$ cat config.mk
export PLATFORM = sky130hd
export DESIGN_NAME = serial_bit_feeder
export DESIGN_NICKNAME = d
export VERILOG_FILES = /design/src/rtl/serial_bit_feeder_pkg.sv /design/src/rtl/serial_bit_feeder.sv
export SDC_FILE = /design/constraint.sdc
export NUM_CORES = 1
export LEC_CHECK = 0
export BUFFER_PORTS_ARGS = -buffer_cell sky130_fd_sc_hd__buf_2
export CORE_AREA = 2 2 39 41
export CTS_BUF_LIST = sky130_fd_sc_hd__clkbuf_2 sky130_fd_sc_hd__clkbuf_4 sky130_fd_sc_hd__clkbuf_8
export DETAILED_ROUTE_END_ITERATION = 10
export DIE_AREA = 0 0 41 43
export GPL_ROUTABILITY_DRIVEN = 0
export GPL_TIMING_DRIVEN = 0
export PLACE_DENSITY = 0.8
export SLEW_MARGIN = 25
export SYNTH_ARGS = -nofsm -noshare
export SYNTH_HDL_FRONTEND = slang
export SYNTH_SLANG_ARGS = --single-unit
$ cat constraint.sdc
create_clock -name clk -period 1.7 [get_ports clk]
set_input_delay 0.255 -clock clk [delete_from_list [all_inputs] [get_ports clk]]
set_output_delay 0.255 -clock clk [all_outputs]
set_load 0.005 [all_outputs]
$ cat src/rtl/serial_bit_feeder_pkg.sv
// Shared definitions for the serial bit feeder: state encodings and width helpers.
package serial_bit_feeder_pkg;

    typedef enum logic [1:0] {
        ST_IDLE  = 2'b00,
        ST_SHIFT = 2'b01,
        ST_GAP   = 2'b10
    } state_t;

    // Gap counter holds GAP-1, and GAP never exceeds 15.
    localparam int unsigned GAP_CNT_W = 4;

    // Bits needed to count 0..n-1, never less than one.
    function automatic int unsigned log2w(input int unsigned n);
        int unsigned w;
        w = 0;
        while ((32'd1 << w) < n) begin
            w = w + 1;
        end
        return (w == 0) ? 1 : w;
    endfunction

endpackage

$ cat src/rtl/serial_bit_feeder.sv
// Parallel-to-serial feeder: takes WIDTH-bit words on valid/ready and drives them
// one bit per clock onto x, with an optional forced idle gap between words.
module serial_bit_feeder
    import serial_bit_feeder_pkg::*;
#(
    parameter int unsigned WIDTH      = 8,
    parameter bit          MSB_FIRST  = 1'b1,
    parameter int unsigned GAP        = 0,
    parameter logic        IDLE_LEVEL = 1'b1
) (
    input  logic             clk,
    input  logic             rst,
    input  logic [WIDTH-1:0] din,
    input  logic             din_valid,
    output logic             din_ready,
    output logic             x,
    output logic             x_valid,
    output logic             sof,
    output logic             eof,
    output logic             busy
);

    localparam int unsigned          CW       = log2w(WIDTH);
    localparam logic [CW-1:0]        LAST     = CW'(WIDTH - 1);
    localparam bit                   HAS_GAP  = (GAP != 0);
    localparam logic [GAP_CNT_W-1:0] GAP_LOAD = HAS_GAP ? GAP_CNT_W'(GAP - 1) : '0;

    state_t                 state, state_n;
    logic [WIDTH-1:0]       sreg, sreg_n, sreg_shifted;
    logic [CW-1:0]          cnt, cnt_n;
    logic [GAP_CNT_W-1:0]   gcnt, gcnt_n;
    logic                   last_bit;
    logic                   accept;

    // Outputs decoded from registered state only; x is a mux of registers, so it
    // falls back to IDLE_LEVEL the moment reset forces the state to IDLE.
    always_comb begin
        last_bit  = (state == ST_SHIFT) && (cnt == LAST);
        x_valid   = (state == ST_SHIFT);
        sof       = x_valid && (cnt == '0);
        eof       = last_bit;
        busy      = (state != ST_IDLE);
        din_ready = rst && ((state == ST_IDLE) || (last_bit && !HAS_GAP));
        x         = IDLE_LEVEL;
        if (x_valid) begin
            x = MSB_FIRST ? sreg[WIDTH-1] : sreg[0];
        end
    end

    // Next-state, shift and counter update.
    always_comb begin
        state_n      = state;
        sreg_n       = sreg;
        cnt_n        = cnt;
        gcnt_n       = gcnt;
        accept       = din_valid && din_ready;
        sreg_shifted = MSB_FIRST ? {sreg[WIDTH-2:0], 1'b0} : {1'b0, sreg[WIDTH-1:1]};
        case (state)
            ST_IDLE: begin
                if (accept) begin
                    state_n = ST_SHIFT;
                    sreg_n  = din;
                    cnt_n   = '0;
                end
            end
            ST_SHIFT: begin
                if (last_bit) begin
                    if (HAS_GAP) begin
                        state_n = ST_GAP;
                        gcnt_n  = GAP_LOAD;
                    end else if (accept) begin
                        sreg_n = din;
                        cnt_n  = '0;
                    end else begin
                        state_n = ST_IDLE;
                    end
                end else begin
                    sreg_n = sreg_shifted;
                    cnt_n  = cnt + 1'b1;
                end
            end
            ST_GAP: begin
                if (gcnt == '0) begin
                    state_n = ST_IDLE;
                end else begin
                    gcnt_n = gcnt - 1'b1;
                end
            end
            default: begin
                state_n = ST_IDLE;
            end
        endcase
    end

    // State and datapath registers; reset discards any word in flight.
    always_ff @(posedge clk or negedge rst) begin
        if (!rst) begin
            state <= ST_IDLE;
            sreg  <= '0;
            cnt   <= '0;
            gcnt  <= '0;
        end else begin
            state <= state_n;
            sreg  <= sreg_n;
            cnt   <= cnt_n;
            gcnt  <= gcnt_n;
        end
    end

endmodule

==> flow_metrics.py, run 1 <==
metrics = {
    "floorplanning": {
        "num_io_pins": 17,
        "die_x_um": 41,
        "fp.dieH_um": 43,
        "rows": 14,
        "initial_core_util_pct": 45.5,
        "fp.coreArea_mm2": 0.00138,
        "dieArea_mm2": 0.00176,
    },
    "sta": {
        "worst_pin_slew_ns": 0.336,
        "relSlewSlack_pct": 77.6,
        "hold_violations": 0,
        "fin_crit_sh_pct": 106,
        "finClkSkew_ns": 0.00317,
        "setup_viol_count_final": 1,
        "finalWorstSetupSlack_ns": -0.102,
        "whs_ns": 0.257,
        "finalSetupTns_ns": -0.102,
        "min_period_ns": 1.80,
        "drv_slew": 0,
        "rsz0062_at_grt": "true",
        "fmax_ghz": 0.555,
    },
    "global_routing": {
        "grtUsageTotal_pct": 15.8,
        "grt_max_degree": 17,
        "antenna_found_initial": 0,
        "grt_pass1_vias": 475,
        "grt_pass1_wl_mm": 1.88,
        "grt_overflow": 0,
    },
    "worst_setup_path": {
        "path_max_fanout": 2,
        "endpoint_kind": "output port",
        "cp.arrival_ns": 1.55,
        "rr_startpoint": "cnt[0]$_DFF_PN0_",
        "reg2reg_setup_slack_ns": 0.15,
        "critPathRequiredTime_ns": 1.44,
        "cp_slowest_cell": "dfrtp_1",
        "crit_type": "reg2out",
        "reg2reg_depth": 7,
        "crit_chain": "ha_2, ha_4, or2b_1, and2_1, buf_2",
        "critPathMaxStageDelay_ns": 0.39,
        "timing.rr.end": "cnt[0]$_DFF_PN0_",
        "cp_top_family": "simple AND/OR/NAND/NOR gates",
        "crit_buf_inv": 1,
        "worstSetupStartpointType": "flip-flop",
    },
    "power_and_ir_drop": {
        "vdd_ir_drop_max_uv": 664,
        "p_sw_mw": 0.437,
        "pwr-share-clk_pct": 17.3,
        "p_leak_nw": 0.445,
        "swShare_pct": 34.2,
        "pwr-share-seq_pct": 36.0,
        "combPwrFrac_pct": 46.7,
        "power_density_mw_per_mm2": 1560,
        "internal-power_mw": 0.841,
    },
    "synth": {
        "ys_warn_count": 0,
        "syn_inst": 59,
        "synth_seq_cells": 12,
        "synth_top_cell_area_share_pct": 47.7,
        "synth_top_flop_cell": "dfrtp_1",
        "async_flop_share_pct": 100,
        "netlist_top_cells_count": "dfrtp_1 (12), nand2_1 (10), mux2i_1 (7), o21ai_0 (7)",
        "synth_seq_area_share_pct": 47.7,
        "yosysMostFrequentCell": "dfrtp_1",
        "synth_edf_count": 0,
        "ys_types": 20,
        "syn_area_um2": 629,
        "avgSynthCellArea_um2": 10.7,
        "syn_nets": 73,
        "yosysTopAreaCell": "dfrtp_1",
        "synthTopCellsByArea": "dfrtp_1 (48%), mux2i_1 (11%), ha_1 (6.0%), nand2_1 (6.0%), o21ai_0 (5.6%)",
    },
    "job": {
        "drv_cap": 0,
    },
    "clock_network": {
        "cts-root-buf": "clkbuf_4",
        "cts_tree": "yes",
        "clk_latency_ns": 0.27,
        "clk_path_buf_depth": 2,
        "cts.sinks": 12,
        "cts_buffers": 3,
        "cts_max_level": 1,
        "clkTransAtPathRegs_ns": 0.08,
    },
    "worst_hold_path": {
        "min_path_type": "in2reg",
        "hold_start": "din[0]",
        "hold_end": "sreg[0]$_DFF_PN0_",
        "whs_path_depth": 3,
    },
    "routing": {
        "dr.pass1.iters": 4,
        "dr_total_vias": 509,
        "wl_mm": 1.21,
        "route.detailed.drc": 0,
        "drt_iter0_markers": 6,
        "wl_per_cell_um": 12.1,
        "ant_nets": 0,
        "viasPerCell": 5.09,
    },
    "status": {
        "violations": "negative setup slack",
        "outcome": "finished with violations",
    },
    "cells_and_area": {
        "area_delta_synth_final_pct": 30.4,
        "nets": 99,
        "antennaDiodeCount": 0,
        "drive_above_1_share_pct": 42.9,
    },
    "place": {
        "hpwl_um": 792,
        "io_buffer_count": 16,
    },
}
-- timing repair --
action,CTS,global route
pin swaps,1,1
buffers inserted,3,1
hold buffers,1,0
resized for setup,3,0
setup endpoints to repair,1,2
endpoints found under the hold margin,12,0
gates cloned,0,0
-- worst max-delay path by stage --
stage,start,to,cells after the start
final,cnt[0]$_DFF_PN0_,din_ready,5
after CTS,cnt[1]$_DFF_PN0_,din_ready,5
after global placement,cnt[0]$_DFF_PN0_,din_ready,5
after floorplan,cnt[0]$_DFF_PN0_,din_ready,4
after global routing,cnt[0]$_DFF_PN0_,din_ready,5
after detailed placement,cnt[0]$_DFF_PN0_,din_ready,5
-- state kept, by name (all words and copies together) (netlist names) --
register  count
cnt           3
sreg          8
state         1
-- layer usage --
layer / vias up / GRT usage, % / wire, um
met5: - / 0 / 0
met4: 0 / 8.00 / 19
met3: 4 / 1.57 / 28
met2: 10 / 25.3 / 669
met1: 247 / 20.1 / 490
li1: 248 / - / -
-- placed cells by master, fill, tap and decap left out, types with 2 or more instances in the layout --
cell      instances
buf_2            16
buf_4             5
clkbuf_4          3
dfrtp_1          12
inv_1             3
mux2i_1           7
nand2_1          10
nand3_1           2
o21ai_0           7
o21ai_2           2
or2b_1            2
-- metrics by stage --
step	cells	instance area [um^2]	power, mW	util (%)	worst slack (ns)
6_report	100	821	1.28	59.3	-0.102
5_1_grt	100	821	1.37	59.3	-0.146
4_1_cts	99	813	1.25	58.8	-0.0602
3_5_place_dp	91	729	0.964	52.7	0.0823
3_3_place_gp	91	729	0.943	52.7	0.104
2_1_floorplan	59	629	0.822	-	0.248
-- kinds of logic after synthesis --
| kind of cell | after synthesis | share of synthesized area (%) |
|---|---|---|
| AND/OR/NAND/NOR | 19 | 15.9 |
| AO/OA/AOI/OAI | 12 | 12.1 |
| flip-flops | 12 | 47.7 |
| multiplexers | 7 | 11.1 |
| buffers and inverters | 6 | 7.16 |
| adder cells (fa/ha/maj) | 3 | 5.96 |
-- cell type report --
class                      instances  area, um^2
fill                             118         563
sequential                        12         300
multi-input combinational         41         299
timing repair buffer              21         120
clock buffer                       4        36.3
buffer                             3        33.8
tap                               16        20.0
inverter                           3        11.3
-- worst register-to-register path, cell delays in order, from the launching register on --
cell     delay, ns
dfrtp_1       0.39
ha_2          0.21
ha_4          0.16
or2b_1        0.25
buf_4         0.14
buf_4         0.13
nand3_1       0.07
o21ai_0       0.08
-- power groups by stage --
| stage | sequential, mW | clock [mW] | combinational, mW |
|---|---|---|---|
| after CTS | 0.459 | 0.226 | 0.566 |
| after global placement | 0.454 | 0 | 0.489 |
| after floorplan | 0.446 | 0 | 0.376 |
| after detailed placement | 0.463 | 0 | 0.501 |
| final | 0.460 | 0.221 | 0.597 |
| after global routing | 0.475 | 0.233 | 0.662 |
Power figures use the tool's default switching activity.
==> inputs of run 2 (changes only) <==
ABC_AREA = 1   (was not set)
PLACE_DENSITY = 0.83   (was 0.8)
==> run 2 against run 1 <==
Compared with the run above:
- the run now ends clean
- synthesized cell count increased by 34%
- via count increased by 14%
- maximum frequency increased by 10%
- clock-buffer cell count unchanged
- worst setup slack improved by 0.17 ns
- clock power increased by 9.0%
- sequential share of layout area increased by 0.17 points
- sequential power increased by 7.4%
- die area unchanged
- combinational power increased by 24%
- first-iteration DRC count increased by 67%
- routed wire length increased by 13%
==> flow_metrics.py, run 2 <==
metrics = {
    "synth": {
        "syn_area_um2": 666,
        "ys_types": 17,
        "synth_edf_count": 0,
        "ys_warn_count": 0,
        "async_flop_share_pct": 100,
        "synth_top_cell_area_share_pct": 45.1,
        "synthTopCellsByArea": "dfrtp_1 (45%), nand2_1 (11%), nand4_1 (6.6%), ha_1 (5.6%), inv_1 (5.6%)",
        "synth_top_flop_cell": "dfrtp_1",
        "syn_nets": 93,
        "netlist_top_cells_count": "nand2_1 (19), dfrtp_1 (12), inv_1 (10), nor2_1 (8), nand4_1 (7)",
        "syn_inst": 79,
        "avgSynthCellArea_um2": 8.43,
        "synth_seq_area_share_pct": 45.1,
        "synth_seq_cells": 12,
        "yosysTopAreaCell": "dfrtp_1",
        "yosysMostFrequentCell": "nand2_1",
    },
    "sta": {
        "relSlewSlack_pct": 63.4,
        "drv_slew": 0,
        "fmax_ghz": 0.613,
        "rsz0062_at_grt": "false",
        "worst_pin_slew_ns": 0.547,
        "finalSetupTns_ns": 0,
        "setup_viol_count_final": 0,
        "whs_ns": 0.235,
        "fin_crit_sh_pct": 95.9,
        "finClkSkew_ns": 0.00521,
        "hold_violations": 0,
        "min_period_ns": 1.63,
        "finalWorstSetupSlack_ns": 0.0694,
    },
    "clock_network": {
        "clk_path_buf_depth": 2,
        "cts.sinks": 12,
        "cts_tree": "yes",
        "cts-root-buf": "clkbuf_4",
        "cts_max_level": 1,
        "cts_buffers": 3,
        "clk_latency_ns": 0.28,
        "clkTransAtPathRegs_ns": 0.08,
    },
    "worst_setup_path": {
        "endpoint": "din_ready",
        "reg2reg_depth": 8,
        "crit_type": "reg2out",
        "startpoint": "cnt[0]$_DFF_PN0_",
        "timing.rr.end": "sreg[5]$_DFF_PN0_",
        "cp_slowest_cell": "dfrtp_1",
        "cp.arrival_ns": 1.38,
        "reg2reg_setup_slack_ns": 0.21,
        "worstSetupStartpointType": "flip-flop",
        "crit_chain": "ha_1, ha_2, nor2_4, nor2_1, buf_2",
        "rr_startpoint": "cnt[0]$_DFF_PN0_",
        "endpoint_kind": "output port",
        "path_max_fanout": 3,
        "critPathMaxStageDelay_ns": 0.38,
        "critPathRequiredTime_ns": 1.44,
    },
    "cells_and_area": {
        "antennaDiodeCount": 0,
        "largest-register": "sreg",
        "fin_util_pct": 59.0,
        "drive_above_1_share_pct": 31.0,
        "top_regs": "sreg x8, cnt x3, state x1",
        "fin_area_um2": 817,
        "final_common_cell": "nand2_1",
        "nets": 115,
        "most-common-layout-cells": "nand2_1 (19), buf_2 (15), dfrtp_1 (12)",
        "area_delta_synth_final_pct": 22.7,
        "largest_reg_flops": 8,
        "stdcell_count": 116,
    },
    "floorplanning": {
        "initial_core_util_pct": 48.1,
        "fp.coreArea_mm2": 0.00138,
        "rows": 14,
        "num_io_pins": 17,
        "fp.dieH_um": 43,
        "die_x_um": 41,
        "dieArea_mm2": 0.00176,
    },
    "status": {
        "outcome": "complete, no violations",
    },
    "place": {
        "placedCellCount": 110,
        "io_buffer_count": 15,
        "hpwl_um": 900,
        "place_ws_ns": 0.168,
        "placed_area_um2": 761,
    },
    "global_routing": {
        "antenna_found_initial": 0,
        "grt_pass1_vias": 504,
        "grt_max_degree": 13,
        "grt_pass1_wl_mm": 2.17,
        "grt_overflow": 0,
        "grtUsageTotal_pct": 18.8,
    },
    "routing": {
        "dr_total_vias": 581,
        "ant_nets": 0,
        "wl_mm": 1.36,
        "wl_per_cell_um": 11.7,
        "drt_iter0_markers": 10,
        "viasPerCell": 5.01,
        "dr.pass1.iters": 4,
        "route.detailed.drc": 0,
    },
    "power_and_ir_drop": {
        "finalPower_mw": 1.48,
        "vdd_ir_drop_max_uv": 767,
        "p_leak_nw": 0.452,
        "power_density_mw_per_mm2": 1810,
    },
    "worst_hold_path": {
        "min_path_type": "in2reg",
        "whs_path_depth": 3,
    },
    "job": {
        "drv_cap": 0,
    },
}
run 2: changes by cell type after synthesis, moves of 2 or more:
| cell | before | now |
|---|---|---|
| nand2_1 | 10 | 19 |
| inv_1 | 3 | 10 |
| mux2i_1 | 7 | 0 |
| nand4_1 | 0 | 7 |
| nor2_1 | 1 | 8 |
| o21ai_0 | 7 | 3 |
| nand3_1 | 2 | 5 |
| buf_4 | 1 | 3 |
| o21ai_2 | 2 | 0 |
| or2_0 | 0 | 2 |
| or2b_1 | 2 | 0 |
run 2: per-layer routing:
layer | share of wire [%] | vias to the layer above | global-route usage (%)
li1 | - | 293 | -
met1 | 42 | 272 | 23.8
met2 | 53 | 14 | 29.1
met3 | 4.4 | 2 | 4.71
met4 | 1.2 | 0 | 8.00
met5 | 0 | - | 0
run 2: cell families after synthesis:
logic type      synth area share (%)
compound gates                  6.95
flops                           45.1
simple gates                    31.0
fa+ha+maj                       5.64
buf+inv                         11.3
run 2: critical path: cells and delay by family (launching register included):
kind	cells	cell delay, ns
fa+ha+maj	2	0.41
simple gates	2	0.17
flops	1	0.38
buf+inv	1	0.13
run 2: timing repair:
| item | in CTS | in global routing |
|---|---|---|
| hold buffers | 1 | 0 |
| pin swaps | 1 | 0 |
| buffers inserted | 1 | 0 |
| resized for setup | 0 | 1 |
| endpoints found under the hold margin | 12 | 0 |
| endpoints found under the setup margin | 1 | 1 |
run 2: how the worst min path moves through the flow:
stage | from | end | slack, ns
2_1_floorplan | rst | cnt[0]$_DFF_PN0_ | -0.04
3_3_place_gp | rst | sreg[6]$_DFF_PN0_ | 0.15
3_5_place_dp | rst | sreg[7]$_DFF_PN0_ | 0.15
4_1_cts | din[0] | sreg[0]$_DFF_PN0_ | 0.23
5_1_grt | din[0] | sreg[0]$_DFF_PN0_ | 0.23
6_report | din[0] | sreg[0]$_DFF_PN0_ | 0.23
run 2: power by group:
part / total, mW / internal (mW) / switching [mW]
clock network: 0.241 / 0.130 / 0.111
registers: 0.494 / 0.414 / 0.0799
logic: 0.743 / 0.341 / 0.402
run 2: cell type report:
| cell class | instances | area, um^2 |
|---|---|---|
| fill | 128 | 567 |
| sequential | 12 | 300 |
| multi-input combinational | 52 | 293 |
| timing repair buffer | 17 | 92.6 |
| inverter | 11 | 41.3 |
| clock buffer | 4 | 36.3 |
| buffer | 4 | 33.8 |
| tap | 16 | 20.0 |
